`config.mk`:
```
export PLATFORM = sky130hd
export DESIGN_NAME = modulo_varredura_canais
export DESIGN_NICKNAME = d
export VERILOG_FILES = /design/src/rtl/modulo_varredura_canais_pkg.sv /design/src/rtl/modulo_prox_canal.sv /design/src/rtl/modulo_varredura_canais.sv
export SDC_FILE = /design/constraint.sdc
export NUM_CORES = 1
export LEC_CHECK = 0
export BUFFER_PORTS_ARGS = -buffer_cell sky130_fd_sc_hd__buf_2
export CAP_MARGIN = 25
export CORE_MARGIN = 2
export CORE_UTILIZATION = 30
export CTS_CLUSTER_SIZE = 28
export DETAILED_ROUTE_END_ITERATION = 10
export GPL_ROUTABILITY_DRIVEN = 1
export PLACE_DENSITY_LB_ADDON = 0.08
export SETUP_SLACK_MARGIN = 0.3
export SLEW_MARGIN = 5
export SYNTH_ARGS = -nofsm -noshare
export SYNTH_HDL_FRONTEND = slang
export SYNTH_SLANG_ARGS = --single-unit
```
`constraint.sdc`:
```
create_clock -name clk -period 2.87 [get_ports clk]
set_input_delay 0.574 -clock clk [delete_from_list [all_inputs] [get_ports clk]]
set_output_delay 0.574 -clock clk [all_outputs]
set_load 0.02 [all_outputs]
```
`src/rtl/modulo_varredura_canais_pkg.sv`:
```
// Shared types and constants for the 16-channel demux scan sequencer.
package modulo_varredura_canais_pkg;

  localparam int NUM_CANAIS = 16;
  localparam int SEL_W      = 4;

  typedef enum logic [1:0] {
    ST_IDLE  = 2'd0,
    ST_BLANK = 2'd1,
    ST_DRIVE = 2'd2
  } estado_t;

endpackage

```
`src/rtl/modulo_prox_canal.sv`:
```
// Combinational search for the next enabled channel strictly above the current
// one, wrapping modulo 16; also flags a wrap and an empty mask.
module modulo_prox_canal
  import modulo_varredura_canais_pkg::*;
(
  input  logic [SEL_W-1:0]      atual,
  input  logic [NUM_CANAIS-1:0] mask,
  output logic [SEL_W-1:0]      prox,
  output logic                  wrap,
  output logic                  nenhum
);

  // Walk the distances from farthest to nearest so the nearest enabled one wins;
  // distance 16 lands back on the current channel (single-channel case).
  always_comb begin
    // NOTE: prox gets a default before the loop so no path leaves it unassigned (no latch).
    prox = atual;
    for (int i = NUM_CANAIS; i > 0; i--) begin
      if (mask[atual + SEL_W'(i)]) prox = atual + SEL_W'(i);
    end
  end

  assign wrap   = (prox <= atual);
  assign nenhum = (mask == '0);

endmodule

```
`src/rtl/modulo_varredura_canais.sv`:
```
// Round-robin scan sequencer driving S/E of a 1-to-16 demux; S only moves while E is low.
// Optional per-channel masking is enabled by defining SCAN_MASK_EN.
module modulo_varredura_canais
  import modulo_varredura_canais_pkg::*;
#(
  parameter int unsigned DWELL_CYC = 1000,
  parameter int unsigned BLANK_CYC = 4,
  parameter int unsigned CNT_W     = 16
) (
  input  logic                  clk,
  input  logic                  rst_n,
  input  logic                  RUN,
  input  logic [NUM_CANAIS-1:0] MASK,
  output logic [SEL_W-1:0]      S,
  output logic                  E,
  output logic                  FRAME,
  output logic                  BUSY
);

  localparam logic [CNT_W-1:0] BLANK_FIM = CNT_W'(BLANK_CYC - 1);
  localparam logic [CNT_W-1:0] DWELL_FIM = CNT_W'(DWELL_CYC - 1);
  localparam logic [CNT_W-1:0] UM        = CNT_W'(1);

  estado_t               state_q, state_d;
  logic [CNT_W-1:0]      cnt_q, cnt_d;
  logic                  pend_q, pend_d;   // next channel still to be picked in this BLANK
  logic [SEL_W-1:0]      s_d;
  logic                  e_d, frame_d, busy_d;
  logic [NUM_CANAIS-1:0] mask_ef;
  logic [SEL_W-1:0]      busca_atual, prox;
  logic                  wrap, nenhum;

`ifdef SCAN_MASK_EN
  assign mask_ef = MASK;
`else
  // MASK is overridden so that every channel is always scanned.
  assign mask_ef = MASK | {NUM_CANAIS{1'b1}};
`endif

  // From IDLE, searching "above 15" yields the lowest enabled channel.
  assign busca_atual = (state_q == ST_IDLE) ? {SEL_W{1'b1}} : S;

  modulo_prox_canal u_prox (
    .atual  (busca_atual),
    .mask   (mask_ef),
    .prox   (prox),
    .wrap   (wrap),
    .nenhum (nenhum)
  );

  always_comb begin
    state_d = state_q;
    cnt_d   = cnt_q;
    pend_d  = pend_q;
    s_d     = S;
    frame_d = 1'b0;
    unique case (state_q)
      ST_IDLE: begin
        s_d = '0;
        if (RUN && !nenhum) begin
          s_d     = prox;
          cnt_d   = '0;
          pend_d  = 1'b0;
          state_d = ST_BLANK;
        end
      end
      ST_BLANK: begin
        if (pend_q) begin
          pend_d = 1'b0;
          if (nenhum) begin
            s_d     = '0;
            cnt_d   = '0;
            state_d = ST_IDLE;
          end else begin
            s_d     = prox;
            frame_d = wrap;
            cnt_d   = cnt_q + UM;
          end
        end else if (cnt_q == BLANK_FIM) begin
          cnt_d   = '0;
          state_d = ST_DRIVE;
        end else begin
          cnt_d = cnt_q + UM;
        end
      end
      ST_DRIVE: begin
        // The dwell always runs to completion; RUN is only looked at here.
        if (cnt_q == DWELL_FIM) begin
          cnt_d = '0;
          if (RUN) begin
            pend_d  = 1'b1;
            state_d = ST_BLANK;
          end else begin
            s_d     = '0;
            state_d = ST_IDLE;
          end
        end else begin
          cnt_d = cnt_q + UM;
        end
      end
      default: begin
        s_d     = '0;
        cnt_d   = '0;
        pend_d  = 1'b0;
        state_d = ST_IDLE;
      end
    endcase
    e_d    = (state_d == ST_DRIVE);
    busy_d = (state_d != ST_IDLE);
  end

  // NOTE: the reset clears only control/output flops; there is no storage array to clear.
  always_ff @(posedge clk or negedge rst_n) begin
    if (!rst_n) begin
      state_q <= ST_IDLE;
      cnt_q   <= '0;
      pend_q  <= 1'b0;
      S       <= '0;
      E       <= 1'b0;
      FRAME   <= 1'b0;
      BUSY    <= 1'b0;
    end else begin
      // NOTE: non-blocking assignments so every flop samples pre-edge values.
      state_q <= state_d;
      cnt_q   <= cnt_d;
      pend_q  <= pend_d;
      S       <= s_d;
      E       <= e_d;
      FRAME   <= frame_d;
      BUSY    <= busy_d;
    end
  end

endmodule

```
==> reports/results.txt <==
status = finished clean
PwrDens = 665 nW/um^2
Avg Inst Size Synth = 9.70 sq um
Worst-Margin Slew = 663 ps
1st-pass router iterations = 4
Min-Delay Path Class = in2async
max-slew violations = 0
number of flops mapped to enable cells by yosys = 0
fmax = 437 MHz
row count = 26
Net Count, Synth = 190
Hold Fails Final Rpt = 0
CTS tree = done
Max Cap Violations = 0
Port-buffer cells = 9
WL/cell = 13.6 um
Synth Register Bits = 26
P_leak = 0.751 nW
global-route wire length before repair = 5.73 mm
largest net degree at the start of global routing = 27
Int Power = 0.711 mW
grt met1 use = 0.163
sw frac = 0.387
critical-path maximum fanout = 10
die footprint = 5900 sq um
H-Tree Depth = 1
Ys Warns = 0
area of the mapped netlist = 1590 sq um
Bufs on Longest Clock Path = 2
skew final = 6.04 ps
Clock Sinks = 26
final WL = 3.33 mm
antenna viol nets, final = 0
GR met2 Demand/Resource = 0.196
Area Growth Syn to Fin = 9.51%
library cells used by synthesis = 42
placed cells = 237
Worst-path clk slew = 90 ps
most frequent cells in the layout = 26 x dfrtp_1, 18 x nand2_1, 11 x inv_1, 11 x a21oi_1
Clock power frac = 0.180
Psw = 0.449 mW
Worst-Skew Late Latency = 270 ps
async set-or-reset flop fraction in the synthesized netlist = 1.00
post-route clock period utilization = 0.797
Die H = 76.8 um
kind of critical path = reg2reg
Crit path arrival time = 2460 ps
layout cells sized above 1 = 0.172
busiest grt layer = met2
gate count of the mapped netlist = 164
Worst VDD drop = 0.236 mV
nets = 202
Filler cells = 552
most used flip-flop cell after synthesis = dfrtp_1
met3 usage = 0.0188
I/O pins = 26
Critical Path Start Type = flop
commonest non-fill, non-tap cell in the layout = dfrtp_1
CP Capture Type = flop
final setup TNS = 0 ps
# DRC = 0
combinational share of power = 0.448
vias in the first global route = 1167
Detailed Place HPWL = 2.34 mm
RSZ-0062 raised after global routing = no
starting density of the core = 0.312
Worst Path Required = 3040 ps
sequential share of power = 0.371
GRT Util Overall = 0.121
relative slew slack = 0.557
Final Wtd Congestion = 0.788
via count = 1205
final setup vio count = 0
grt total ovfl = 0
CTS Buf Count = 3
post-route insts no fill = 244
1st-iter DRT viols = 61
CTS Hold Bufs = 0
DR vias/cell = 4.94
antenna cells = 0
initial antenna violation count = 0
die width = 76.8 um
fin crit period = 2290 ps
sequential share of the synthesized area = 0.409
Root Buffer = clkbuf_8
CORE AREA = 5110 sq um
## cell type report
type                            instances  area [sq um]  area share
Clock buffer                            3          41.3      0.0237
Multi-Input combinational cell        121           847       0.486
Inverter                               11          41.3      0.0237
Sequential cell                        26           651       0.373
Timing Repair Buffer                   13          75.1      0.0431
Tap cell                               70          87.6      0.0503
## state kept, by name (all words and copies together) (netlist names)
register  count
pend_q        1
cnt_q        16
FRAME         1
state_q       2
S             4
BUSY          1
E             1
## stage by stage
stage	hold slack, ps	power (mW)	util	instance area, sq um	setup slack [ps]
global route	336	1.26	0.341	1740	341
detailed placement	506	0.927	0.327	1670	420
global placement	493	0.922	0.327	1670	447
floorplan	278	0.843	-	1590	671
finish	298	1.16	0.341	1740	582
CTS	320	1.14	0.335	1710	387
## worst paths after layout
check / slack [ps] / endpoint / cells after the start / start
worst max-delay path: 580 / FRAME$_DFF_PN0_ / 9 / state_q[1]$_DFF_PN0_
worst min-delay path: 300 / S[2]$_DFFE_PN0P_ / 1 / rst_n
worst max register to register: 580 / FRAME$_DFF_PN0_ / 9 / state_q[1]$_DFF_PN0_
worst min register to register: 520 / cnt_q[1]$_DFFE_PN0P_ / 2 / cnt_q[1]$_DFFE_PN0P_
max in group asynchronous: 2180 / cnt_q[5]$_DFFE_PN0P_ / 1 / rst_n
min in group clk: 520 / cnt_q[1]$_DFFE_PN0P_ / 2 / cnt_q[1]$_DFFE_PN0P_
## worst max-delay path: stages, from the launching register on
cell and delay [ps]:
dfrtp_1 400, inv_1 90, ha_1 300, or2_2 330, ha_1 210, ha_1 300
xor2_1 170, nor2_1 80, o21ai_0 80, and4_1 210
## cell usage after synthesis (3+ instances only)
library cell  instances  area [sq um]
a21oi_1              11          55.1
a21oi_2               4          35.0
buf_6                 4          45.0
dfrtp_1              26           651
ha_1                  7          87.6
inv_1                11          41.3
nand2_1              18          67.6
nand3_1               4          20.0
nand4_1               6          37.5
nor2_1                9          33.8
nor3_1                3          15.0
o211ai_1              4          30.0
o21ai_0               7          35.0
o221ai_1              3          26.3
xnor2_1               6          52.6
xor2_1                6          52.6
## layer usage
| metal | share of wire | vias up |
|---|---|---|
| met1 | 0.51 | 591 |
| met5 | 0 | - |
| met4 | 0.0075 | 0 |
| li1 | - | 605 |
| met3 | 0.018 | 2 |
| met2 | 0.47 | 7 |
## cells by family after synthesis
| kind of cell | count (synthesis) | share of synthesized area |
|---|---|---|
| xor gates and xnor gates | 12 | 0.0660 |
| buffers and inverters | 17 | 0.0590 |
| DFF | 26 | 0.409 |
| and+or+nand+nor | 64 | 0.240 |
| AOI/OAI and AO/OA | 36 | 0.157 |
| adders and majority gates | 7 | 0.0550 |
| muxes | 2 | 0.0141 |
## repair_timing
action / in CTS / in global routing
endpoints found under the setup margin: 0 / 10
resized for setup: 0 / 1
setup buffers: 0 / 4
## power groups by stage
stage / combinational (mW) / sequential, mW / clock (mW)
floorplan: 0.383 / 0.460 / 0
global placement: 0.484 / 0.437 / 0
detailed placement: 0.487 / 0.440 / 0
CTS: 0.491 / 0.432 / 0.221
global route: 0.583 / 0.439 / 0.234
finish: 0.520 / 0.431 / 0.209
Note: power is estimated with default switching activity, not from simulation.
